[src/rtl/serial_adder_if.sv]
// Start/done handshake bundle for the bit-serial adder.
// The controller side drives operands and start; the adder side returns
// busy, the done strobe and the registered result.
interface serial_adder_if #(
    parameter int WIDTH = 8
);
    logic             start;
    logic [WIDTH-1:0] a;
    logic [WIDTH-1:0] b;
    logic             cin;
    logic             busy;
    logic             done;
    logic [WIDTH-1:0] sum;
    logic             cout;

    modport master (
        output start, a, b, cin,
        input  busy, done, sum, cout
    );

    modport slave (
        input  start, a, b, cin,
        output busy, done, sum, cout
    );
endinterface

[src/rtl/serial_adder.sv]
// Bit-serial adder: captures a, b and cin on an accepted start, then adds
// LSB-first through one full-adder cell with a registered carry, one bit per
// clock. The result is written to sum/cout on the edge that enters DONE and
// is held there until the next completed operation.
module serial_adder #(
    parameter int WIDTH = 8
) (
    input  logic           clk,
    input  logic           rst,
    serial_adder_if.slave  bus
);

    // Bit counter only has to reach WIDTH-1; it never wraps within an op.
    localparam int CW = (WIDTH > 1) ? $clog2(WIDTH) : 1;
    localparam logic [CW-1:0] LAST_BIT = CW'(WIDTH - 1);

    typedef enum logic [1:0] {
        IDLE  = 2'd0,
        SHIFT = 2'd1,
        DONE  = 2'd2
    } state_t;

    state_t           state_q, state_d;
    logic [WIDTH-1:0] ra_q, ra_d;
    logic [WIDTH-1:0] rb_q, rb_d;
    logic [WIDTH-1:0] sr_q, sr_d;
    logic             c_q, c_d;
    logic [CW-1:0]    cnt_q, cnt_d;
    logic [WIDTH-1:0] sum_q, sum_d;
    logic             cout_q, cout_d;
    logic             busy_q, busy_d;
    logic             done_q, done_d;

    // The single full-adder cell working on the current LSBs.
    logic s_bit;
    logic maj;
    assign s_bit = ra_q[0] ^ rb_q[0] ^ c_q;
    assign maj   = (ra_q[0] & rb_q[0]) | (ra_q[0] & c_q) | (rb_q[0] & c_q);

    // Next-state, datapath and registered-output decode.
    always_comb begin
        state_d = state_q;
        ra_d    = ra_q;
        rb_d    = rb_q;
        sr_d    = sr_q;
        c_d     = c_q;
        cnt_d   = cnt_q;
        sum_d   = sum_q;
        cout_d  = cout_q;

        case (state_q)
            IDLE: begin
                if (bus.start) begin
                    ra_d    = bus.a;
                    rb_d    = bus.b;
                    c_d     = bus.cin;
                    sr_d    = '0;
                    cnt_d   = '0;
                    state_d = SHIFT;
                end
            end
            SHIFT: begin
                c_d   = maj;
                sr_d  = {s_bit, sr_q[WIDTH-1:1]};
                ra_d  = {1'b0, ra_q[WIDTH-1:1]};
                rb_d  = {1'b0, rb_q[WIDTH-1:1]};
                cnt_d = cnt_q + CW'(1);
                if (cnt_q == LAST_BIT) begin
                    sum_d   = {s_bit, sr_q[WIDTH-1:1]};
                    cout_d  = maj;
                    state_d = DONE;
                end
            end
            DONE: begin
                // start is deliberately not looked at here
                state_d = IDLE;
            end
            default: begin
                state_d = IDLE;
            end
        endcase

        // Status flags are flopped alongside the state they describe.
        busy_d = (state_d != IDLE);
        done_d = (state_d == DONE);
    end

    // State and datapath registers; reset abandons any op in flight.
    always_ff @(posedge clk or posedge rst) begin
        if (rst) begin
            state_q <= IDLE;
            ra_q    <= '0;
            rb_q    <= '0;
            sr_q    <= '0;
            c_q     <= 1'b0;
            cnt_q   <= '0;
            sum_q   <= '0;
            cout_q  <= 1'b0;
            busy_q  <= 1'b0;
            done_q  <= 1'b0;
        end else begin
            state_q <= state_d;
            ra_q    <= ra_d;
            rb_q    <= rb_d;
            sr_q    <= sr_d;
            c_q     <= c_d;
            cnt_q   <= cnt_d;
            sum_q   <= sum_d;
            cout_q  <= cout_d;
            busy_q  <= busy_d;
            done_q  <= done_d;
        end
    end

    assign bus.busy = busy_q;
    assign bus.done = done_q;
    assign bus.sum  = sum_q;
    assign bus.cout = cout_q;

endmodule

[src/flat_wrapper.sv]
// flat-port wrapper written by rule: the top's interface ports become plain ports
module serial_adder_flat 
#(
    parameter int WIDTH = 8
)
  (clk, rst, bus_start, bus_a, bus_b, bus_cin, bus_busy, bus_done, bus_sum, bus_cout);
  serial_adder_if #(.WIDTH(WIDTH)) bus_i ();
  input  logic clk;
  input  logic rst;
  input wire logic [$bits(bus_i.start)-1:0] bus_start;
  input wire logic [$bits(bus_i.a)-1:0] bus_a;
  input wire logic [$bits(bus_i.b)-1:0] bus_b;
  input wire logic [$bits(bus_i.cin)-1:0] bus_cin;
  output wire logic [$bits(bus_i.busy)-1:0] bus_busy;
  output wire logic [$bits(bus_i.done)-1:0] bus_done;
  output wire logic [$bits(bus_i.sum)-1:0] bus_sum;
  output wire logic [$bits(bus_i.cout)-1:0] bus_cout;
  assign bus_i.start = bus_start;
  assign bus_i.a = bus_a;
  assign bus_i.b = bus_b;
  assign bus_i.cin = bus_cin;
  assign bus_busy = bus_i.busy;
  assign bus_done = bus_i.done;
  assign bus_sum = bus_i.sum;
  assign bus_cout = bus_i.cout;
  serial_adder #(.WIDTH(WIDTH)) u_core (.clk(clk), .rst(rst), .bus(bus_i));
endmodule
[config.mk]
export PLATFORM = sky130hd
export DESIGN_NAME = serial_adder_flat
export DESIGN_NICKNAME = d
export VERILOG_FILES = /design/src/rtl/serial_adder_if.sv /design/src/rtl/serial_adder.sv /design/src/flat_wrapper.sv
export SDC_FILE = /design/constraint.sdc
export NUM_CORES = 1
export LEC_CHECK = 0
export BUFFER_PORTS_ARGS = -buffer_cell sky130_fd_sc_hd__buf_2
export CAP_MARGIN = 20
export CORE_ASPECT_RATIO = 2
export CORE_UTILIZATION = 61
export CTS_BUF_LIST = sky130_fd_sc_hd__clkbuf_2 sky130_fd_sc_hd__clkbuf_4 sky130_fd_sc_hd__clkbuf_8
export DETAILED_ROUTE_END_ITERATION = 16
export PLACE_DENSITY = 0.82
export SYNTH_ARGS = -nofsm -noshare
export SYNTH_HDL_FRONTEND = slang
export SYNTH_SLANG_ARGS = --single-unit
[constraint.sdc]
create_clock -name clk -period 2.62 [get_ports clk]
set_clock_uncertainty 0.1 [all_clocks]
set_input_delay 0.524 -clock clk [delete_from_list [all_inputs] [get_ports clk]]
set_output_delay 0.524 -clock clk [all_outputs]
set_load 0.01 [all_outputs]
==> impl_metrics.py <==
metrics = {
    "clocking": {
        "clock_sinks": 40,
        "cts_root_buf": "clkbuf_8",
        "tritoncts": "built",
        "numCtsBuffers": 5,
        "clkTransAtPathRegs_ns": 0.07,
        "cts-resized-gates": 0,
        "ctsHoldBuffers": 0,
        "clk_latency_ns": 0.29,
        "cts_setup_buffers": 0,
        "cts_buffer_depth": 2,
        "cts.htree.levels": 2,
    },
    "timing": {
        "min_period_ns": 1.90,
        "fin_tns_setup_ns": 0,
        "worst_pin_slew_ns": 0.680,
        "drv_slew": 0,
        "rsz0062_at_grt": "no",
        "max_freq_mhz": 525,
        "hold_viol": 0,
        "finalCritPeriodShare": 0.726,
        "setup_viol_count_final": 0,
        "max_slew_margin": 0.545,
    },
    "placed_design": {
        "port-buffer-count": 30,
        "gp_congestion": 0.731,
        "placed_cells": 187,
        "hpwl_um": 2100,
    },
    "drt": {
        "wl_met2_um": 1740,
        "routed_wirelength_um": 3120,
        "drtIter0Drc": 62,
        "wl_met3_um": 106,
        "dr.max_layer_used": "met4",
        "vias": 1176,
        "met1_length_um": 1200,
        "dr.pass1.iters": 5,
        "drc": 0,
        "via_per_inst": 6.03,
        "wl_per_cell_um": 16.0,
        "drtAntennaViolNets": 0,
    },
    "logic_synthesis": {
        "synth-compound-area-share": 0.143,
        "synth_cell_types": 23,
        "synth_top_family_by_area": "compound AO/OA/AOI/OAI gates",
        "ys_seq_area_frac": 0.574,
        "synthCells": 136,
        "muxShareOfSynthArea": 0.0789,
        "synth_nets": 159,
        "synthXorXnorAreaFrac": 0,
        "ys_ff_latch": 40,
        "synth_fa_ha_area_frac": 0.0258,
        "synthSimpleGateAreaFrac": 0.0861,
        "yosys_warnings": 0,
        "avgSynthCellArea_um2": 12.8,
        "syn_area_um2": 1740,
    },
    "power": {
        "p_sw_frac": 0.329,
        "power_frac_comb": 0.376,
        "ir_drop_mv": 0.712,
        "clockPowerShare": 0.182,
        "powerDensity_nw_per_um2": 1200,
        "leakagePower_nw": 1.03,
        "seq_power_share": 0.442,
        "p_int_mw": 1.59,
        "p_sw_uw": 779,
    },
    "global_route": {
        "antenna_found_initial": 0,
        "grt_pass1_vias": 1218,
        "grt_start_max_net_pins": 41,
        "grt_util_all_layers": 0.246,
        "grt_pass1_wl_um": 5300,
        "overflow": 0,
    },
    "setup_path": {
        "reg2reg_to": "u_core.bus.sum[6]$_DFFE_PP0P_",
        "critPathLaunchType": "register",
        "r2r_start": "u_core.cnt_q[0]$_DFFE_PP0P_",
        "crit_type": "register to register",
        "endpoint_kind": "register",
        "reg2regPathDepth": 4,
        "startpoint": "u_core.cnt_q[0]$_DFFE_PP0P_",
        "crit_path_max_fanout": 11,
        "crit_arrival_ns": 1.98,
        "regToRegSetupSlack_ns": 0.72,
        "critPathRequiredTime_ns": 2.70,
    },
    "outcome": {
        "status": "finished clean",
    },
    "flow_run": {
        "max_cap_violations": 0,
    },
    "min_path": {
        "hp-class": "input pin to asynchronous set/reset pin",
    },
    "floorplan": {
        "initial_core_util": 0.637,
        "floorplan.die_area_um2": 3090,
        "die_w_um": 39.8,
        "die_h_um": 77.6,
        "rows": 27,
        "io-pin-count": 31,
        "core-area_um2": 2740,
    },
    "layout": {
        "nFillCells": 188,
        "multi_input_area_um2": 583,
        "final_cell_mix": "dfrtp_1, buf_2, inv_1",
        "drive_above_1_share": 0.307,
        "area.sequential_um2": 1000,
        "area_growth_pct": 13.3,
        "num_antenna_cells": 0,
        "final_common_cell": "dfrtp_1",
        "final_nets": 189,
        "finalNonFillerCells": 195,
    },
}
-- power groups by stage --
stage | clock, mW | combinational, mW | sequential (mW)
after floorplan | 0 | 0.693 | 1.04
final | 0.430 | 0.890 | 1.05
after global routing | 0.458 | 0.998 | 1.08
after detailed placement | 0 | 0.875 | 1.05
after CTS | 0.439 | 0.885 | 1.05
after global placement | 0 | 0.816 | 1.04
-- flip-flops by register name, summed over array words and instances (netlist names) --
register	flops
u_core.bus.done	1
u_core.rb_q	8
u_core.bus.busy	1
u_core.sr_q	7
u_core.bus.sum	8
u_core.ra_q	8
u_core.cnt_q	3
u_core.state_q	2
u_core.c_q	1
u_core.bus.cout	1
-- layer usage --
layer / up-vias / global-route usage
met1: 594 / 0.289
met5: - / 0
met4: 0 / 0.103
li1: 542 / -
met2: 33 / 0.408
met3: 7 / 0.0543
-- synthesized netlist by cell type --
master | number | share of area
a211oi_1 | 5 | 0.022
a21oi_1 | 1 | 0.0029
a222oi_1 | 10 | 0.057
a22o_1 | 11 | 0.055
and2b_4 | 1 | 0.0057
buf_1 | 1 | 0.0022
buf_2 | 3 | 0.0086
buf_6 | 4 | 0.026
clkbuf_2 | 1 | 0.0029
dfrtp_1 | 40 | 0.57
dlymetal6s2s_1 | 1 | 0.0072
fa_1 | 1 | 0.011
ha_1 | 2 | 0.014
inv_1 | 21 | 0.045
mux2_2 | 2 | 0.013
mux2_4 | 7 | 0.060
mux2i_1 | 1 | 0.0057
nand3b_1 | 1 | 0.0043
nor2_1 | 10 | 0.022
nor2b_1 | 1 | 0.0036
nor3b_1 | 6 | 0.026
nor4b_1 | 5 | 0.025
o21bai_2 | 1 | 0.0065
-- worst max-delay path by stage --
stage          slack, ns  depth (start not counted)                       endpoint
5_1_grt             0.58                          2  u_core.bus.sum[7]$_DFFE_PP0P_
2_1_floorplan       1.08                          1      u_core.bus.busy$_DFF_PP0_
4_1_cts             0.68                          2     u_core.ra_q[2]$_DFFE_PP0P_
6_report            0.72                          4  u_core.bus.sum[6]$_DFFE_PP0P_
3_5_place_dp        0.60                          3     u_core.ra_q[5]$_DFFE_PP0P_
3_3_place_gp        0.67                          3    u_core.cnt_q[0]$_DFFE_PP0P_
-- layout make-up --
cell class	instances	area share
flip-flops and latches	40	0.507
multi-input cells	65	0.295
well taps	29	0.0184
repair buffers	33	0.0912
clock buffers	7	0.0488
inverters	21	0.0399
-- cells by family after synthesis --
| logic type | count (synthesis) |
|---|---|
| AOI/OAI and AO/OA | 28 |
| adders and majority gates | 3 |
| buffers and inverters | 31 |
| DFF | 40 |
| muxes | 10 |
| and+or+nand+nor | 24 |
-- stage by stage --
stage	hold slack, ns	power, mW	instance area (um2)	util	worst slack [ns]
final	0.230	2.37	1980	0.722	0.717
after global routing	0.291	2.53	1980	0.722	0.584
after CTS	0.252	2.37	1960	0.717	0.680
after detailed placement	0.390	1.93	1860	0.681	0.601
after global placement	0.384	1.85	1860	0.681	0.673
after floorplan	0.366	1.73	1740	-	1.08
-- critical path, stage by stage (launching register included) --
cell	delay, ns
dfrtp_1	0.40
ha_1	0.20
ha_1	0.19
nand3b_1	0.50
mux2_2	0.40
(Power assumes the default switching activity.)
